<file path="src/rtl/rotate_left_seq_if.sv">
// rotate_left_seq_if
// Request/response bundle for rotate_left_seq.
//   in_valid  / in_ready  : request channel carrying in_data and in_amt
//   out_valid / out_ready : response channel carrying out_data
// Handshake: a word moves on a rising clk edge where valid and ready are
// both high. A source holds valid and its payload until that edge. Ready
// may be high without valid. Neither ready nor valid is derived
// combinationally from the other side of the same channel.
// Modports:
//   master : upstream/downstream side (drives in_*, out_ready)
//   slave  : the rotator itself (drives in_ready, out_valid, out_data)
interface rotate_left_seq_if #(
  parameter int WIDTH = 4,
  parameter int SW    = 2
);
  logic             in_valid;
  logic             in_ready;
  logic [WIDTH-1:0] in_data;
  logic [SW-1:0]    in_amt;
  logic             out_valid;
  logic             out_ready;
  logic [WIDTH-1:0] out_data;

  modport master (
    output in_valid, in_data, in_amt, out_ready,
    input  in_ready, out_valid, out_data
  );

  modport slave (
    input  in_valid, in_data, in_amt, out_ready,
    output in_ready, out_valid, out_data
  );
endinterface

</file>
<file path="src/rtl/rotate_left_seq.sv">
// rotate_left_seq
// Sequential rotate-left: a word is latched on accept and rotated left by
// one bit per clock until the requested amount has been applied, then the
// result is offered on the response channel until it is taken.
// Ports:
//   clk      : clock, all state changes on the rising edge
//   rst_n    : asynchronous active-low reset
//   bus      : rotate_left_seq_if.slave (request and response channels)
//   busy     : high whenever the FSM is not in IDLE
//   state_o  : current FSM state (0 IDLE, 1 ROT, 2 DONE) for observation
// Timing: a request accepted with amount N presents out_valid in the cycle
// ending at the (N+1)-th rising edge after the accepting edge.
module rotate_left_seq #(
  parameter int WIDTH = 4,
  parameter int SW    = 2
) (
  input  logic               clk,
  input  logic               rst_n,
  rotate_left_seq_if.slave   bus,
  output logic               busy,
  output logic [1:0]         state_o
);

  typedef enum logic [1:0] {
    IDLE = 2'd0,
    ROT  = 2'd1,
    DONE = 2'd2
  } state_t;

  state_t           state_q;
  logic [WIDTH-1:0] work_q;
  logic [SW-1:0]    count_q;
  logic             in_ready_q;
  logic             out_valid_q;
  logic             busy_q;

  // All handshake outputs are registered alongside the state so that
  // in_ready never depends on in_valid and out_valid never on out_ready.
  always_ff @(posedge clk or negedge rst_n) begin
    if (!rst_n) begin
      state_q     <= IDLE;
      work_q      <= '0;
      count_q     <= '0;
      in_ready_q  <= 1'b1;
      out_valid_q <= 1'b0;
      busy_q      <= 1'b0;
    end else begin
      case (state_q)
        IDLE: begin
          if (bus.in_valid && in_ready_q) begin
            work_q     <= bus.in_data;
            count_q    <= bus.in_amt;
            in_ready_q <= 1'b0;
            busy_q     <= 1'b1;
            if (bus.in_amt == '0) begin
              state_q     <= DONE;
              out_valid_q <= 1'b1;
            end else begin
              state_q <= ROT;
            end
          end
        end

        ROT: begin
          work_q  <= {work_q[WIDTH-2:0], work_q[WIDTH-1]};
          count_q <= count_q - 1'b1;
          // This edge performs the last rotate step, so the counter lands
          // on zero together with the move to DONE and never goes below.
          if (count_q == SW'(1)) begin
            state_q     <= DONE;
            out_valid_q <= 1'b1;
          end
        end

        DONE: begin
          // Result held unchanged until the downstream takes it.
          if (bus.out_ready) begin
            state_q     <= IDLE;
            out_valid_q <= 1'b0;
            in_ready_q  <= 1'b1;
            busy_q      <= 1'b0;
          end
        end

        default: begin
          state_q     <= IDLE;
          count_q     <= '0;
          in_ready_q  <= 1'b1;
          out_valid_q <= 1'b0;
          busy_q      <= 1'b0;
        end
      endcase
    end
  end

  assign bus.in_ready  = in_ready_q;
  assign bus.out_valid = out_valid_q;
  assign bus.out_data  = work_q;
  assign busy          = busy_q;
  assign state_o       = state_q;

endmodule

</file>
<file path="src/flat_wrapper.sv">
// flat-port wrapper written by rule: the top's interface ports become plain ports
module rotate_left_seq_flat 
#(
  parameter int WIDTH = 4,
  parameter int SW    = 2
)
  (clk, rst_n, busy, state_o, bus_in_valid, bus_in_data, bus_in_amt, bus_out_ready, bus_in_ready, bus_out_valid, bus_out_data);
  rotate_left_seq_if #(.WIDTH(WIDTH), .SW(SW)) bus_i ();
  input  logic clk;
  input  logic rst_n;
  output logic busy;
  output logic [1:0] state_o;
  input wire logic [$bits(bus_i.in_valid)-1:0] bus_in_valid;
  input wire logic [$bits(bus_i.in_data)-1:0] bus_in_data;
  input wire logic [$bits(bus_i.in_amt)-1:0] bus_in_amt;
  input wire logic [$bits(bus_i.out_ready)-1:0] bus_out_ready;
  output wire logic [$bits(bus_i.in_ready)-1:0] bus_in_ready;
  output wire logic [$bits(bus_i.out_valid)-1:0] bus_out_valid;
  output wire logic [$bits(bus_i.out_data)-1:0] bus_out_data;
  assign bus_i.in_valid = bus_in_valid;
  assign bus_i.in_data = bus_in_data;
  assign bus_i.in_amt = bus_in_amt;
  assign bus_i.out_ready = bus_out_ready;
  assign bus_in_ready = bus_i.in_ready;
  assign bus_out_valid = bus_i.out_valid;
  assign bus_out_data = bus_i.out_data;
  rotate_left_seq #(.WIDTH(WIDTH), .SW(SW)) u_core (.clk(clk), .rst_n(rst_n), .bus(bus_i), .busy(busy), .state_o(state_o));
endmodule
</file>
<file path="config.mk">
export PLATFORM = sky130hd
export DESIGN_NAME = rotate_left_seq_flat
export DESIGN_NICKNAME = d
export VERILOG_FILES = /design/src/rtl/rotate_left_seq_if.sv /design/src/rtl/rotate_left_seq.sv /design/src/flat_wrapper.sv
export SDC_FILE = /design/constraint.sdc
export NUM_CORES = 1
export LEC_CHECK = 0
export CAP_MARGIN = 10
export CORE_UTILIZATION = 35
export CTS_CLUSTER_SIZE = 30
export DETAILED_ROUTE_END_ITERATION = 8
export GPL_TIMING_DRIVEN = 0
export SETUP_SLACK_MARGIN = 0.2
export SKIP_LAST_GASP = 1
export SYNTH_ARGS = -nofsm -noshare
export SYNTH_HDL_FRONTEND = slang
export SYNTH_SLANG_ARGS = --single-unit
</file>
<file path="constraint.sdc">
create_clock -name clk -period 2.67 [get_ports clk]
set_clock_uncertainty 0.1 [all_clocks]
set_input_delay 0.267 -clock clk [delete_from_list [all_inputs] [get_ports clk]]
set_output_delay 0.267 -clock clk [all_outputs]
set_load 0.02 [all_outputs]
</file>
## Word level (Yosys, flattened, before mapping)

Cells that the tools add are included.

- Bits in latches: 0
- Memories kept: 0
- Word-level logic and storage cells: 44
- Bits in read-only memories: 0
- Flip-flop bits (word level): 11
- Input port bits: 10
- RAM bits: 0

- Order comparisons: 0
- Reduce and logical (&&, ||, !) cells: 9
- Divide/modulo/power cells: 0
- Muxes and demuxes: 19
- $mul: 0
- Eq/ne operators: 7
- Add/sub/neg operators: 1
- Bitwise operators: 2
- Shifts and indexed selects: 0

Operator list:

| cell | number |
|---|---|
| case mux 2 bit (3 select lines) | 2 |
| 2-to-1 mux 2 bit | 5 |
| case mux 1 bit (3 select lines) | 3 |
| case mux 4 bit (2 select lines) | 1 |
| 2-to-1 mux 1 bit | 7 |
| != test 2 x 1 -> 1 bit (second input constant) | 3 |
| AND reduction 3 bit | 2 |
| == test 2 x 1 -> 1 bit (second input constant) | 2 |
| zero test 2 bit | 2 |
| 2-to-1 mux 4 bit | 1 |
| AND reduction 2 bit | 2 |
| AND reduction 4 bit | 1 |
| == test 2 bit (second input constant) | 1 |
| != test 2 bit (second input constant) | 1 |
| NOT 1 bit | 2 |
| nonzero test 2 bit | 1 |
| subtractor 2 x 1 -> 2 bit (second input constant) | 1 |
| logical AND 1 bit | 1 |

## Longest topological paths before layout

- Depth in word-level cells: 4
- Mapped depth: 5

## Worst setup path after synthesis

OpenSTA, ideal clock, no wires.

- Path kind: reg-to-reg
- Start point: register u_core.in_ready_q, in the netlist u_core.bus.in_ready
- End point: register u_core.state_q[0], in the netlist u_core.state_o[0]
- Stages on the path, launching flop included: 4
- Arrival: 1.124 ns
- Required time: 2.497 ns
- Setup slack: 1.373 ns
- Path buffers: 0
- Path through: dfstp_2 -> nand2_2 -> or3_1 -> a21oi_2

- Longest elaborated chain between the ends: 3

Ends and longest elaborated chain:

| what | RTL line | RTL |
|---|---|---|
| start, declared | rotate_left_seq.sv:33 | `logic in_ready_q;` |
| start signal, assigned | rotate_left_seq.sv:44 | `in_ready_q <= 1'b1;` |
| start signal, assigned | rotate_left_seq.sv:53 | `in_ready_q <= 1'b0;` |
| start signal, assigned | rotate_left_seq.sv:80 | `in_ready_q <= 1'b1;` |
| logical AND 1 bit | rotate_left_seq.sv:50 | `if (bus.in_valid && in_ready_q) begin` |
| != test 2 x 1 -> 1 bit (no line) | -- |  |
| AND reduction 3 bit (no line) | -- |  |
| end signal, assigned | rotate_left_seq.sv:56 | `state_q <= DONE;` |
| end signal, assigned | rotate_left_seq.sv:59 | `state_q <= ROT;` |
| end signal, assigned | rotate_left_seq.sv:70 | `state_q <= DONE;` |
| end, declared | rotate_left_seq.sv:30 | `state_t state_q;` |

Every way passes these cells.
A chain may end at the register's enable or synchronous reset.

## Worst setup path in the final report

- Start point: register u_core.in_ready_q, in the netlist u_core.bus.in_ready
- End point: output port bus_in_ready

RTL lines:

| what | RTL line | RTL |
|---|---|---|
| end, declared | flat_wrapper.sv:17 | `output wire logic [$bits(bus_i.in_ready)-1:0] bus_in_ready;` |

No word-level cell between the ends.

==> flow_summary.rst <==
.. list-table::
   :header-rows: 1

   * - Metric
     - Value
   * - Outcome
     - finished, final reports clean
   * - Effective utilization at floorplan
     - 0.381
   * - Slew at the pin closest to its max-slew limit
     - ~0.50 ns
   * - Number of buffers inserted by port buffering
     - 18
   * - Net Count, Synth
     - 69
   * - Final layout net count
     - between 90 and 100
   * - Number of synthesized register bits
     - 11
   * - Die footprint
     - 1830 um2
   * - Clock edge transition at the registers on the reported setup and hold paths
     - about 0.070 ns
   * - Clock share of power
     - 0.121
   * - Setup repair after global routing missed its margin
     - false
   * - Total GRT Usage
     - 0.163
   * - Switching part of the total
     - 0.402
   * - Startpoint kind of the worst setup timing path
     - flip-flop
   * - Count of flip-flops with a built-in enable after synthesis
     - 0
   * - Wirelength per Cell
     - 13.2 um
   * - Setup bufs post-CTS
     - 0
   * - Max Transition Viols Final
     - 0
   * - Hpwl dp
     - 956 um
   * - Family with the most delay on the worst path
     - buffers and inverters
   * - Number of global-route vias before repair
     - 469
   * - Netlist area before placement
     - slightly below 600 um2
   * - Relative contribution of sequential cells to total power
     - 0.349
   * - Antenna-violating nets left
     - 0
   * - Global-route wire length before repair
     - 2130 um
   * - CTS tree
     - yes
   * - Library cell with the highest instance count after synthesis
     - sky130_fd_sc_hd__dfrtp_1
   * - Top cell type's share of synthesized area
     - 0.431
   * - CTS root buffer
     - sky130_fd_sc_hd__clkbuf_4
   * - Post-Synthesis Mean Instance Area
     - ~10 um2
   * - Fraction of the core area covered by cells at the end of the flow
     - 0.530
   * - Combinational share of power
     - 0.530
   * - Final routed DRC violation total
     - 0
   * - Clock insertion delay at the later pin of the skew report
     - 0.27 ns
   * - Largest cells by area after synthesis
     - sky130_fd_sc_hd__dfrtp_1, sky130_fd_sc_hd__o2bb2ai_1, sky130_fd_sc_hd__a31oi_1, sky130_fd_sc_hd__and2_1, sky130_fd_sc_hd__dfstp_2
   * - First-pass detailed-route iteration total
     - 4
   * - Internal reg-to-reg setup slack
     - around 1.4 ns
   * - Capturing element type of the critical path
     - primary output
   * - Final RePlAce weighted congestion
     - 0.718
   * - Min Clock Period, post-route
     - 1.83 ns
   * - Critical-path maximum fanout
     - 7
   * - Vias per inst
     - 5.36
   * - Detailed-route wire length
     - 1270 um
   * - Required time worst endpoint
     - ~2.3 ns
   * - Cell-internal power
     - 0.541 mW
   * - Core Region
     - 1520 um2
   * - Worst min-delay path category
     - in -> async
   * - Largest net degree at the start of global routing
     - 12
   * - Share of layout cells above drive strength 1
     - 0.163
   * - Max clock buf depth
     - 2
   * - Clock sink count
     - 11
   * - Accumulated negative setup slack
     - 0 ns
   * - Crit path buf inv count
     - 1
   * - Final antenna diode count
     - 0
   * - Top-level I/O count
     - 19
   * - Std-Cell Rows
     - 14
   * - Number of distinct library cells after synthesis
     - 27
   * - Cell accounting for the most synthesized area
     - sky130_fd_sc_hd__dfrtp_1
   * - Relative slew slack
     - 0.669
   * - Category of the critical setup timing path
     - reg -> out
   * - Power density over the cells
     - 1120 nW/um2
   * - Final setup vio count
     - 0
   * - Floorplan die height
     - 42.7 um
   * - Layout Area Growth over Synthesis
     - 39.0%
   * - Total number of vias
     - 515
   * - Worst path max stage delay
     - 0.61 ns
   * - Fin. Hold Viols
     - 0
   * - First DRT Iteration DRCs
     - 8
   * - Hold_buf cts
     - 0
   * - Leakage component of the power
     - 0.337 nW
   * - Fraction of the yosys area taken by sequential cells
     - 0.476
   * - Top achievable clock speed
     - roughly 550 MHz
   * - Ordered list of cells on the worst path
     - clkdlybuf4s50_1
   * - Switching power total
     - between 0.3 and 0.4 mW
   * - Clock buffer count from CTS
     - 3
   * - Most frequent cells after synthesis
     - sky130_fd_sc_hd__dfrtp_1, sky130_fd_sc_hd__a31oi_1, sky130_fd_sc_hd__and2_1, sky130_fd_sc_hd__o2bb2ai_1
   * - IR drop worst, VDD
     - 0.584 mV
   * - Share of the clock period used by the worst path
     - 0.684
   * - Total of cells resized after clock tree synthesis
     - 0
   * - Number of synthesis warnings
     - 0
   * - Most common flop cell mapped by yosys
     - sky130_fd_sc_hd__dfrtp_1
   * - Critical R2R Capture
     - u_core.bus.out_data[2]$_DFFE_PN0P_
   * - Number of levels the H-tree was split into
     - 1
   * - Die width
     - between 40 and 50 um
   * - Max Cap Viol
     - 0
   * - Antenna violations before repair
     - 0
   * - Critical R2R Launch
     - u_core.bus.in_ready$_DFFE_PN1P_
   * - Count of mapped cells out of synthesis
     - 58
   * - Sum of overflow across all layers after global routing
     - 0
   * - Critical-path cell with the highest stage delay
     - sky130_fd_sc_hd__clkdlybuf4s50_1
   * - R2R depth
     - 4
   * - Async set or reset register ratio after synthesis
     - 1.00
   * - Data arrival time of the critical path
     - 1.46 ns
state kept, by name, summed over array words and instances (netlist names):
name,cells
u_core.bus.out_data,4
u_core.count_q,2
u_core.state_o,2
u_core.bus.in_ready,1
u_core.bus.out_valid,1
u_core.busy,1
cells by family (layout without fill, tap and decap cells):
| group | count (synthesis) | in the layout | share of synthesized area |
|---|---|---|---|
| adders and majority gates | 1 | 1 | 0.0215 |
| and+or+nand+nor | 21 | 21 | 0.209 |
| buffers and inverters | 6 | 28 | 0.0560 |
| AOI/OAI and AO/OA | 19 | 19 | 0.237 |
| DFF | 11 | 11 | 0.476 |
power by group through the flow:
stage          logic (mW)  clock network, mW  registers (mW)
2_1_floorplan       0.227                  0           0.378
3_3_place_gp        0.482                  0           0.319
3_5_place_dp        0.484                  0           0.318
4_1_cts             0.485              0.114           0.316
5_1_grt             0.525              0.119           0.331
6_report            0.480              0.110           0.315
routing by layer:
| metal | up-vias | wire [um] | GRT usage |
|---|---|---|---|
| met5 | - | 0 | 0 |
| met4 | 0 | 10 | 0.0375 |
| met3 | 2 | 75 | 0.0766 |
| met2 | 12 | 581 | 0.239 |
| met1 | 248 | 603 | 0.217 |
| li1 | 253 | - | - |
layout make-up:
class                      instances  area, um2
buffer                             3       21.3
clock buffer                       4       26.3
fill                             144        717
inverter                           3       11.3
multi-input combinational         41        272
sequential                        11        277
tap                               16       20.0
timing repair buffer              18        180
layout by cell type (no fill, tap or decap), drive strengths merged, types with 2 or more instances in the layout:
| cell type | count |
|---|---|
| a21oi | 3 |
| a31oi | 5 |
| and2 | 6 |
| buf | 3 |
| clkbuf | 4 |
| clkdlybuf4s50 | 18 |
| dfrtp | 10 |
| inv | 3 |
| nand2 | 4 |
| nand3 | 2 |
| nor2 | 3 |
| nor2b | 2 |
| o21ai | 3 |
| o2bb2ai | 4 |
through the flow:
| step | setup slack (ns) | hold WS (ns) | power (mW) | cells | cell area [um2] |
|---|---|---|---|---|---|
| 3_3_place_gp | 1.12 | 0.385 | 0.801 | 92 | 781 |
| 4_1_cts | 0.828 | 0.246 | 0.914 | 96 | 807 |
| 2_1_floorplan | 1.37 | -0.129 | 0.605 | 58 | 581 |
| 3_5_place_dp | 1.12 | 0.389 | 0.802 | 92 | 781 |
| 5_1_grt | 0.780 | 0.276 | 0.976 | 96 | 807 |
| 6_report | 0.843 | 0.231 | 0.905 | 96 | 807 |
worst max path at each step:
stage,start,to,slack (ns),cells past startpoint
floorplan,u_core.bus.in_ready$_DFFE_PN1P_,u_core.state_o[0]$_DFFE_PN0P_,1.37,3
global placement,u_core.bus.in_ready$_DFFE_PN1P_,bus_in_ready,1.12,1
detailed placement,u_core.bus.in_ready$_DFFE_PN1P_,bus_in_ready,1.12,1
CTS,u_core.bus.in_ready$_DFFE_PN1P_,bus_in_ready,0.83,1
global route,u_core.bus.in_ready$_DFFE_PN1P_,bus_in_ready,0.78,1
finish,u_core.bus.in_ready$_DFFE_PN1P_,bus_in_ready,0.84,1
Note: power is estimated with default switching activity, not from simulation.
